**src/rtl/ctc_word_select.sv**
```systemverilog
// ctc_word_select: word counter, sync window, serial instruction capture, pointer P and ws decode for ARC
// Ports:
//   cph2_i       system clock, all state changes on posedge
//   rstb_i       asynchronous active-low reset
//   is_i         serial instruction, LSB first, sampled during sync
//   sync_o       high for bit times SYNC_START..SYNC_START+SYNC_LEN-1
//   ws_o         word select for the current word
//   bit_cnt_o    current bit time 0..WORD_BITS-1
//   digit_o      current digit, bit_cnt[5:2]
//   inst_o       instruction executing in the current word
//   inst_valid_o one-cycle pulse at bit_cnt==0 when inst updates
//   ptr_o        pointer register P
module ctc_word_select #(
  parameter int WORD_BITS  = 56,
  parameter int SYNC_START = 45,
  parameter int SYNC_LEN   = 10,
  parameter int P_INIT     = 3
) (
  input  logic                cph2_i,
  input  logic                rstb_i,
  input  logic                is_i,
  output logic                sync_o,
  output logic                ws_o,
  output logic [5:0]          bit_cnt_o,
  output logic [3:0]          digit_o,
  output logic [SYNC_LEN-1:0] inst_o,
  output logic                inst_valid_o,
  output logic [3:0]          ptr_o
);
  localparam logic [3:0] LAST = 4'(WORD_BITS / 4 - 1);
  logic [5:0]          bit_cnt_q, bit_cnt_d;
  logic [SYNC_LEN-1:0] sr_q, sr_d, inst_q, inst_d;
  logic                inst_valid_q, inst_valid_d;
  logic [3:0]          ptr_q, ptr_d, sh, digit;
  logic                wrap, sync, hit;
  always_comb begin
    wrap         = bit_cnt_q == 6'(WORD_BITS - 1);
    sync         = bit_cnt_q >= 6'(SYNC_START) && bit_cnt_q < 6'(SYNC_START + SYNC_LEN);
    sh           = 4'(bit_cnt_q - 6'(SYNC_START));
    digit        = bit_cnt_q[5:2];
    bit_cnt_d    = wrap ? 6'd0 : bit_cnt_q + 6'd1;
    // each window bit is written exactly once per word, so OR-ing into a cleared register suffices
    sr_d         = wrap ? '0 : sync ? sr_q | (SYNC_LEN'(is_i) << sh) : sr_q;
    inst_d       = wrap ? sr_q : inst_q;
    inst_valid_d = wrap;
    // pointer ops act on the freshly completed instruction at the word boundary
    ptr_d        = !wrap                   ? ptr_q :
                   sr_q[5:0] == 6'b001100 ? sr_q[9:6] :
                   sr_q[5:0] == 6'b011100 ? (ptr_q == 4'd0 ? LAST : ptr_q - 4'd1) :
                   sr_q[5:0] == 6'b111100 ? (ptr_q >= LAST ? 4'd0 : ptr_q + 4'd1) :
                   ptr_q;
    hit          = inst_q[4:2] == 3'd0 ? digit == ptr_q :
                   inst_q[4:2] == 3'd1 ? digit >= 4'd3 && digit <= 4'd12 :
                   inst_q[4:2] == 3'd2 ? digit <= 4'd2 :
                   inst_q[4:2] == 3'd3 ? 1'b1 :
                   inst_q[4:2] == 3'd4 ? digit <= ptr_q :
                   inst_q[4:2] == 3'd5 ? digit >= 4'd3 && digit <= LAST :
                   inst_q[4:2] == 3'd6 ? digit == 4'd2 :
                   digit == LAST;
  end
  always_ff @(posedge cph2_i or negedge rstb_i) begin
    if (!rstb_i) begin
      bit_cnt_q    <= '0;
      sr_q         <= '0;
      inst_q       <= '0;
      inst_valid_q <= 1'b0;
      ptr_q        <= 4'(P_INIT);
    end else begin
      bit_cnt_q    <= bit_cnt_d;
      sr_q         <= sr_d;
      inst_q       <= inst_d;
      inst_valid_q <= inst_valid_d;
      ptr_q        <= ptr_d;
    end
  end
  assign sync_o       = sync;
  assign ws_o         = inst_q[1:0] != 2'b10 || hit;
  assign bit_cnt_o    = bit_cnt_q;
  assign digit_o      = digit;
  assign inst_o       = inst_q;
  assign inst_valid_o = inst_valid_q;
  assign ptr_o        = ptr_q;
endmodule

```
**config.mk**
```make
export PLATFORM = sky130hd
export DESIGN_NAME = ctc_word_select
export DESIGN_NICKNAME = d
export VERILOG_FILES = /design/src/rtl/ctc_word_select.sv
export SDC_FILE = /design/constraint.sdc
export NUM_CORES = 1
export LEC_CHECK = 0
export ABC_AREA = 1
export CAP_MARGIN = 20
export CORE_UTILIZATION = 55
export DETAILED_ROUTE_END_ITERATION = 8
export GPL_TIMING_DRIVEN = 0
export MAX_ROUTING_LAYER = met4
export PLACE_DENSITY_LB_ADDON = 0.15
export SYNTH_ARGS = -nofsm -noshare
export SYNTH_HDL_FRONTEND = slang
export SYNTH_SLANG_ARGS = --single-unit
```
**constraint.sdc**
```tcl
create_clock -name cph2_i -period 5.17 [get_ports cph2_i]
set_input_delay 1.034 -clock cph2_i [delete_from_list [all_inputs] [get_ports cph2_i]]
set_output_delay 1.034 -clock cph2_i [all_outputs]
set_load 0.05 [all_outputs]
```
==> flow_summary.yaml, run 1 <==
clocking:
  cts_tree: "yes"
  cts_inserted_buffers: 5
  path_clk_slew_ns: 0.11
  cts.repair.resized: 0
  cts.sinks: 31
  cts_setup_buffers: 0
  cts_hold_buf: 0
  clockBufferDepth: 2
  clock_latency_ns: 0.34
  htree_levels: 2
  clock_tree.root_cell: "clkbuf_4"
die:
  core_area_um2: 3150
  row_count: 20
  start_util_pct: 60.2
  die-area_um2: 3690
  io_pins: 30
  die_x_um: 60.7
  fp.dieH_um: 60.7
sta:
  drv_slew: 0
  rsz0062_at_grt: "no"
  slew-limit-headroom_pct: 47.0
  fin_crit_sh_pct: 72.3
  setup_tns_ns: 0
  finClkSkew_ns: 0.0146
  period_needed_ns: 3.74
  setup_viol: 0
  finalHoldViolations: 0
  max_freq_ghz: 0.268
  fin_ws_ns: 1.43
  tightestPinTransition_ns: 0.792
synth:
  synthTopCellsByArea: "dfrtp_1, nand2_1, ha_1"
  synth_area_um2: 1900
  synth_simple_gate_area_share_pct: 26.5
  synth_ff_type: "dfrtp_1"
  synth_compound_area_share_pct: 12.3
  synth_top_family_by_area: "simple AND/OR/NAND/NOR gates"
  syn_avg_cell_area_um2: 7.81
  synth_fp_nets: 256
  synth_edf_count: 0
  yosysWarnings: 0
  synth_top_area_share_pct: 38.3
  synth-seq-area-share_pct: 41.0
  synth.mux.area_fraction_pct: 0
  synth_cells: 243
  synthAdderAreaFrac_pct: 6.60
  async_reset_ff_share_pct: 100
  synth_seq_cells: 31
  synth-xor-area-share_pct: 3.56
  synth_top_area_cell: "dfrtp_1"
  synth_cell_types: 30
route:
  wire_per_inst_um: 12.4
  wirelength_um: 4020
  drc_errors: 0
  ant_nets: 0
  vias_per_cell: 5.30
  dr.pass1.iters: 4
  routed-via-count: 1721
  drtIter0Drc: 100
layout:
  antenna_cells: 0
  fin_cells: 325
  nets: 293
  nFillCells: 258
  area_growth_pct: 23.5
  regArea_um2: 778
  drive_gt1_share_pct: 10.7
  multi_input_area_um2: 928
outcome:
  status: "finished, final reports clean"
global_route:
  overflow: 0
  grt_max_degree: 18
  grt_use_met3_pct: 4.48
  grtUsageTotal_pct: 27.0
  met1_usage_pct: 36.5
  grt_busiest_layer: "met2"
  gr-usage-met2_pct: 40.8
  grt_pass1_vias: 1549
  antenna_found_initial: 0
  grt_pass1_wl_um: 6960
place:
  dpl.hpwl_um: 3090
  numPortBuffers: 29
  dp.cells: 317
  gp_congestion: 0.858
  pre_cts_ws_ns: 1.80
worst_setup_path:
  critPathArrivalTime_ns: 2.70
  endpoint_kind: "output pin"
  worst_setup_path_start_kind: "register"
  path_class: "reg2out"
  worstPathRequired_ns: 4.14
  cp_max_fo: 5
pwr:
  ir_drop_uv: 175
  p_per_area_nw_per_um2: 178
  power_uw: 417
  p_leak_nw: 1.12
min_path:
  hp-class: "reg2reg"
flow_run:
  maxCapViolCount: 0
-- flip-flops by register name, indices dropped and copies added (netlist names) --
name	flops
inst_o	10
sr_q	10
bit_cnt_o	6
ptr_o	4
inst_valid_o	1
-- area by class of cell --
cell class | instances | share of cell area, %
multi-input combinational | 169 | 39.6
tap | 44 | 2.35
inverter | 34 | 5.45
timing repair buffer | 30 | 13.6
buffer | 9 | 2.67
sequential | 31 | 33.2
clock inverter | 1 | 0.321
clock buffer | 7 | 2.78
-- cells in the final DEF, fill, tap and decap left out --
cell type,instances
buf_2,2
nor3_4,1
nor3_1,2
nor4_1,2
xor2_2,2
nor2_1,26
o2111ai_1,2
nor3b_1,2
clkbuf_8,2
clkbuf_4,5
ha_1,10
dfstp_2,2
inv_1,29
buf_16,1
o21ai_1,3
clkinvlp_4,1
nand2_2,1
buf_4,5
a22oi_1,1
o31ai_1,1
xor2_1,3
a21oi_4,1
or2_1,1
buf_6,1
xnor2_1,1
clkbuf_1,1
a21oi_1,15
nand4_1,3
inv_2,5
clkdlybuf4s50_1,29
nor3b_4,1
dfrtp_1,29
nand2_1,48
o21ai_0,19
nand3_1,24
-- critical path: stages (launching register included) --
cell             delay, ns
dfstp_2               0.57
inv_1                 0.11
ha_1                  0.31
nand2_1               0.07
nand2_1               0.04
nand2_1               0.05
nand2_1               0.05
nand2_1               0.05
nand2_1               0.04
nand3_1               0.07
nand2_1               0.05
nand2_1               0.05
nand2_1               0.06
nand2_1               0.05
clkdlybuf4s50_1       0.79
-- final timing paths --
path / cells after the start / slack (ns) / start / endpoint
min in group asynchronous: 1 / 1.15 / rstb_i / ptr_o[3]
max reg2reg: 8 / 3.36 / bit_cnt_o[0] / sr_q[3]
min reg2reg: 2 / 0.49 / inst_o[8] / inst_o[8]
max: 14 / 1.43 / ptr_o[1] / ws_o
min: 2 / 0.49 / inst_o[8] / inst_o[8]
max in group asynchronous: 2 / 3.40 / rstb_i / ptr_o[1]
-- cell usage after synthesis, types with 2 or more instances --
master and count:
a21oi_1 15, buf_2 2, buf_4 5, dfrtp_1 29, dfstp_2 2, ha_1 10
inv_1 29, inv_2 5, nand2_1 48, nand3_1 24, nand4_1 3, nor2_1 26
nor3_1 2, nor3b_1 2, nor4_1 2, o2111ai_1 2, o21ai_0 19, o21ai_1 3
xor2_1 3, xor2_2 2
-- per-stage QoR --
stage          area (um^2)  utilization [%]  hold WS [ns]
2_1_floorplan         1900                -         0.474
3_3_place_gp          2240             71.1         0.470
3_5_place_dp          2270             72.0         0.472
4_1_cts               2340             74.3         0.498
5_1_grt               2340             74.3         0.525
6_report              2340             74.3         0.494
-- power breakdown --
| part | leakage (nW) | internal [mW] | total, mW | switching, mW |
|---|---|---|---|---|
| clock network | 0.0375 | 0.0794 | 0.165 | 0.0853 |
| logic | 0.728 | 0.00379 | 0.00990 | 0.00611 |
| registers | 0.359 | 0.242 | 0.242 | 0 |
-- routing by layer --
layer,wire [um],part of all wire [%],vias to the layer above
li1,-,-,872
met1,1940,48,793
met2,1840,46,51
met3,200,5.0,5
met4,38,0.95,0
met5,0,0,-
-- logic make-up after synthesis --
family	count (synthesis)
xor+xnor	6
simple gates	111
buf+inv	43
flops	31
compound gates	42
fa+ha+maj	10
No activity file was read; power rests on OpenSTA's default activity.
==> run 2: changes to the inputs <==
--- a/config.mk
+++ b/config.mk
@@ -7,7 +7,7 @@
 export LEC_CHECK = 0
 export ABC_AREA = 1
 export CAP_MARGIN = 20
-export CORE_UTILIZATION = 55
+export CORE_UTILIZATION = 48
 export DETAILED_ROUTE_END_ITERATION = 8
 export GPL_TIMING_DRIVEN = 0
 export MAX_ROUTING_LAYER = met4
==> constraint.sdc (replaced) <==
create_clock -name cph2_i -period 3.3 [get_ports cph2_i]
set_input_delay 0.66 -clock cph2_i [delete_from_list [all_inputs] [get_ports cph2_i]]
set_output_delay 0.66 -clock cph2_i [all_outputs]
set_load 0.05 [all_outputs]
==> flow_summary.yaml, run 2 (synthesis results as in run 1) <==
outcome:
  status: "finished, final reports clean"
pwr:
  ir_drop_uv: 240
  power_frac_seq_pct: 48.6
  p_per_area_nw_per_um2: 331
  swShare_pct: 19.9
  p_comb_share_pct: 1.3
  p_switching_uw: 156
  internal-power_uw: 626
  clock_power_share_pct: 50.0
  p_leak_nw: 1.13
  power_uw: 782
die:
  start_util_pct: 51.0
  core_area_um2: 3720
  die_x_um: 64.9
  fp.dieH_um: 64.9
  row_count: 22
  io_pins: 30
  die-area_um2: 4210
sta:
  hold_ws_ns: 0.410
  max_freq_ghz: 0.344
  setup_viol: 0
  fin_ws_ns: 0.396
  finalHoldViolations: 0
  period_needed_ns: 2.90
  finClkSkew_ns: 0.00278
  drv_slew: 0
  tightestPinTransition_ns: 0.686
  rsz0062_at_grt: "no"
  setup_tns_ns: 0
  fin_crit_sh_pct: 88.0
  slew-limit-headroom_pct: 54.3
place:
  dpl.hpwl_um: 3010
  pre_cts_ws_ns: 0.327
  gp_congestion: 0.869
  numPortBuffers: 29
  place_area_um2: 2240
  dp.cells: 320
layout:
  final_core_util_pct: 63.6
  area_growth_pct: 24.7
  design_area_um2: 2360
  fin_cells: 328
  drive_gt1_share_pct: 10.7
  layout_commonest_cell: "nand2_1"
  layout_common_cells: "nand2_1, inv_1, dfrtp_1"
  nets: 292
  antenna_cells: 0
global_route:
  grtUsageTotal_pct: 22.8
  grt_max_degree: 32
  grt_pass1_wl_um: 6990
  grt_pass1_vias: 1481
  antenna_found_initial: 0
  overflow: 0
worst_setup_path:
  endpoint_kind: "output pin"
  slowest_delay_ns: 0.55
  r2r-start: "ptr_o[0]"
  crit_family: "simple AND/OR/NAND/NOR gates"
  crit_chain: "inv_1 > ha_1 > nand2_1 > nand2_1 > nand2_1 > nand2_1 > nand2_1 > nand2_1 > nand3_1 > nand2_1 > nand2_1 > nand2_1 > nand2_1 > dlymetal6s2s_1"
  cp-startpoint: "ptr_o[1]"
  critPathArrivalTime_ns: 2.24
  cp_max_fo: 5
  worstPathRequired_ns: 2.64
  r2r_setup_slack_ns: 1.45
  path_buf_inv: 2
  crit_slowest_cell: "dfstp_2"
  worst_setup_path_start_kind: "register"
  r2r_cells: 10
  r2r-end: "ptr_o[3]"
  path_class: "reg2out"
  cpMostUsedCell: "nand2_1"
route:
  dr.pass1.iters: 4
  drc_errors: 0
  routed-via-count: 1683
  drtIter0Drc: 108
  wirelength_um: 4110
  wire_per_inst_um: 12.5
  vias_per_cell: 5.13
  ant_nets: 0
clocking:
  cts.repair.resized: 0
  htree_levels: 2
  clock_latency_ns: 0.29
  clock_tree.root_cell: "clkbuf_8"
  path_clk_slew_ns: 0.07
  cts_hold_buf: 0
  cts_inserted_buffers: 5
  cts_tree: "yes"
  cts_setup_buffers: 0
  cts.sinks: 31
  clockBufferDepth: 2
flow_run:
  maxCapViolCount: 0
min_path:
  hp-class: "in2async"
[run 2: cell count changes in the layout (fill, tap and decap cells not counted), sizes merged]
| cell | change |
|---|---|
| clkdlybuf4s50 | -3 |
| dlymetal6s2s | +2 |
| bufinv | +1 |
| clkinvlp | -1 |
| clkinv | +1 |
| clkbuf | -1 |
[run 2: cell type report]
class                           instances  area [um^2]
Multi-Input combinational cell        169          928
Inverter                               34          128
Sequential cell                        31          778
Clock inverter                          2         35.0
Fill cell                             346         1350
Timing Repair Buffer                   29          290
Buffer                                  9         62.6
Clock buffer                            6         82.6
Tap cell                               48         60.1
[run 2: worst max-delay path by stage]
stage / slack [ns] / cells past startpoint / endpoint
global route: 0.20 / 14 / ws_o
CTS: 0.0005 / 14 / ws_o
floorplan: 0.68 / 12 / ws_o
detailed placement: 0.33 / 14 / ws_o
global placement: 0.32 / 14 / ws_o
finish: 0.40 / 14 / ws_o
[run 2: metal layers]
layer,wire (um),up-vias,track usage (%)
met1,2120,779,32.0
li1,-,859,-
met3,151,7,4.75
met4,68,0,9.44
met2,1770,38,31.8
met5,0,-,-
[run 2: power groups by stage]
stage          sequential, mW  combinational, mW  clock (mW)
6_report                0.380             0.0105       0.391
5_1_grt                 0.380             0.0127       0.419
4_1_cts                 0.380             0.0113       0.401
2_1_floorplan           0.387            0.00106           0
3_3_place_gp            0.387             0.0118           0
3_5_place_dp            0.387             0.0113           0
==> run 3: changes to the inputs <==
==> constraint.sdc (replaced) <==
create_clock -name cph2_i -period 3.3 [get_ports cph2_i]
set_input_delay 0.33 -clock cph2_i [delete_from_list [all_inputs] [get_ports cph2_i]]
set_output_delay 0.33 -clock cph2_i [all_outputs]
set_load 0.05 [all_outputs]
==> flow_summary.yaml, run 3 (synthesis results as in run 1) <==
die:
  row_count: 22
  io_pins: 30
  fp.dieH_um: 64.9
  die-area_um2: 4210
  die_x_um: 64.9
  core_area_um2: 3720
  start_util_pct: 51.0
worst_setup_path:
  worstPathRequired_ns: 2.97
  critPathArrivalTime_ns: 2.63
  cp-startpoint: "ptr_o[1]"
  endpoint_kind: "output pin"
  path_class: "reg2out"
  cp_max_fo: 5
  worst_setup_path_start_kind: "register"
  r2r-start: "ptr_o[0]"
clocking:
  path_clk_slew_ns: 0.07
  cts_inserted_buffers: 5
  cts_tree: "yes"
  clock_latency_ns: 0.29
  cts_hold_buf: 0
  htree_levels: 2
  cts.repair.resized: 0
  cts_setup_buffers: 0
  clock_tree.root_cell: "clkbuf_8"
  cts.sinks: 31
  clockBufferDepth: 2
layout:
  regArea_um2: 778
  multi_input_area_um2: 928
  layout_commonest_cell: "nand2_1"
  final_core_util_pct: 63.5
  antenna_cells: 0
  layout_common_cells: "nand2_1, inv_1, dfrtp_1"
  drive_gt1_share_pct: 10.7
  fin_cells: 328
  area_growth_pct: 24.4
  nets: 292
  nFillCells: 347
sta:
  finalHoldViolations: 0
  rsz0062_at_grt: "no"
  drv_slew: 0
  fin_crit_sh_pct: 89.7
  max_freq_ghz: 0.338
  setup_viol: 0
  setup_tns_ns: 0
  period_needed_ns: 2.96
  slew-limit-headroom_pct: 54.2
  finClkSkew_ns: 0.00290
  tightestPinTransition_ns: 0.686
global_route:
  antenna_found_initial: 0
  grt_pass1_wl_um: 6990
  grt_pass1_vias: 1481
  overflow: 0
  grtUsageTotal_pct: 22.8
  grt_max_degree: 32
route:
  dr.max_layer_used: "met4"
  vias_per_cell: 5.14
  met2_length_um: 1760
  ant_nets: 0
  routed-via-count: 1686
  wl_met3_um: 159
  dr.pass1.iters: 4
  drc_errors: 0
  wire_per_inst_um: 12.5
  drtIter0Drc: 108
  wirelength_um: 4100
  wl_met1_um: 2120
pwr:
  internal-power_uw: 626
  swShare_pct: 19.9
  p_leak_nw: 1.14
  ir_drop_uv: 240
  power_frac_seq_pct: 48.6
  clock_power_share_pct: 50.1
  p_switching_uw: 156
  p_comb_share_pct: 1.3
  p_per_area_nw_per_um2: 331
place:
  numPortBuffers: 29
  dp.cells: 320
  gp_congestion: 0.869
  dpl.hpwl_um: 3010
min_path:
  hp-class: "in2async"
outcome:
  status: "finished, final reports clean"
flow_run:
  maxCapViolCount: 0
-- run 3: changes by cell type in the layout (fill, tap and decap cells not counted) --
cell,change
dlymetal6s2s_1,-2
clkdlybuf4s50_1,+2
-- run 3: worst paths after layout --
kind                                     end  cells after the start  slack, ns
worst max-delay path                    ws_o                     14       0.34
worst min-delay path            bit_cnt_o[1]                      1       0.08
worst max register to register      ptr_o[3]                     10       1.45
worst min register to register     inst_o[8]                      2       0.49
max in group asynchronous          inst_o[1]                      1       2.78
min in group cph2_i                inst_o[8]                      2       0.49
-- run 3: per-layer routing --
layer / GRT usage [%] / vias up
met3: 4.75 / 7
li1: - / 859
met1: 32.0 / 780
met2: 31.8 / 40
met4: 9.44 / 0
met5: - / -
-- run 3: worst max-delay path, stage by stage, from the launching register on --
cell             delay [ns]
dfstp_2                0.55
inv_1                  0.11
ha_1                   0.30
nand2_1                0.07
nand2_1                0.04
nand2_1                0.05
nand2_1                0.04
nand2_1                0.05
nand2_1                0.05
nand3_1                0.07
nand2_1                0.05
nand2_1                0.05
nand2_1                0.06
nand2_1                0.05
clkdlybuf4s50_1        0.79
-- run 3: area by class of cell --
class / count / share of cell area [%]
Buffer: 9 / 2.65
Clock buffer: 6 / 3.50
Clock inverter: 2 / 1.48
Inverter: 34 / 5.41
Multi-Input combinational cell: 169 / 39.3
Sequential cell: 31 / 33.0
Tap cell: 48 / 2.55
Timing Repair Buffer: 29 / 12.1
-- run 3: metrics by stage --
stage / power (mW) / setup WS [ns] / hold WS [ns] / cell area, um^2
after floorplan: 0.388 / 1.01 / 0.0344 / 1900
after global placement: 0.399 / 0.649 / 0.472 / 2250
after detailed placement: 0.398 / 0.657 / 0.419 / 2240
after CTS: 0.793 / 0.330 / 0.104 / 2360
after global routing: 0.811 / 0.144 / 0.140 / 2360
final: 0.782 / 0.340 / 0.0800 / 2360
-- run 3: power groups by stage --
stage                     clock, mW  sequential, mW  combinational (mW)
after floorplan                   0           0.387             0.00106
final                         0.391           0.380              0.0106
after global routing          0.419           0.380              0.0127
after CTS                     0.401           0.380              0.0113
after detailed placement          0           0.387              0.0113
after global placement            0           0.387              0.0118
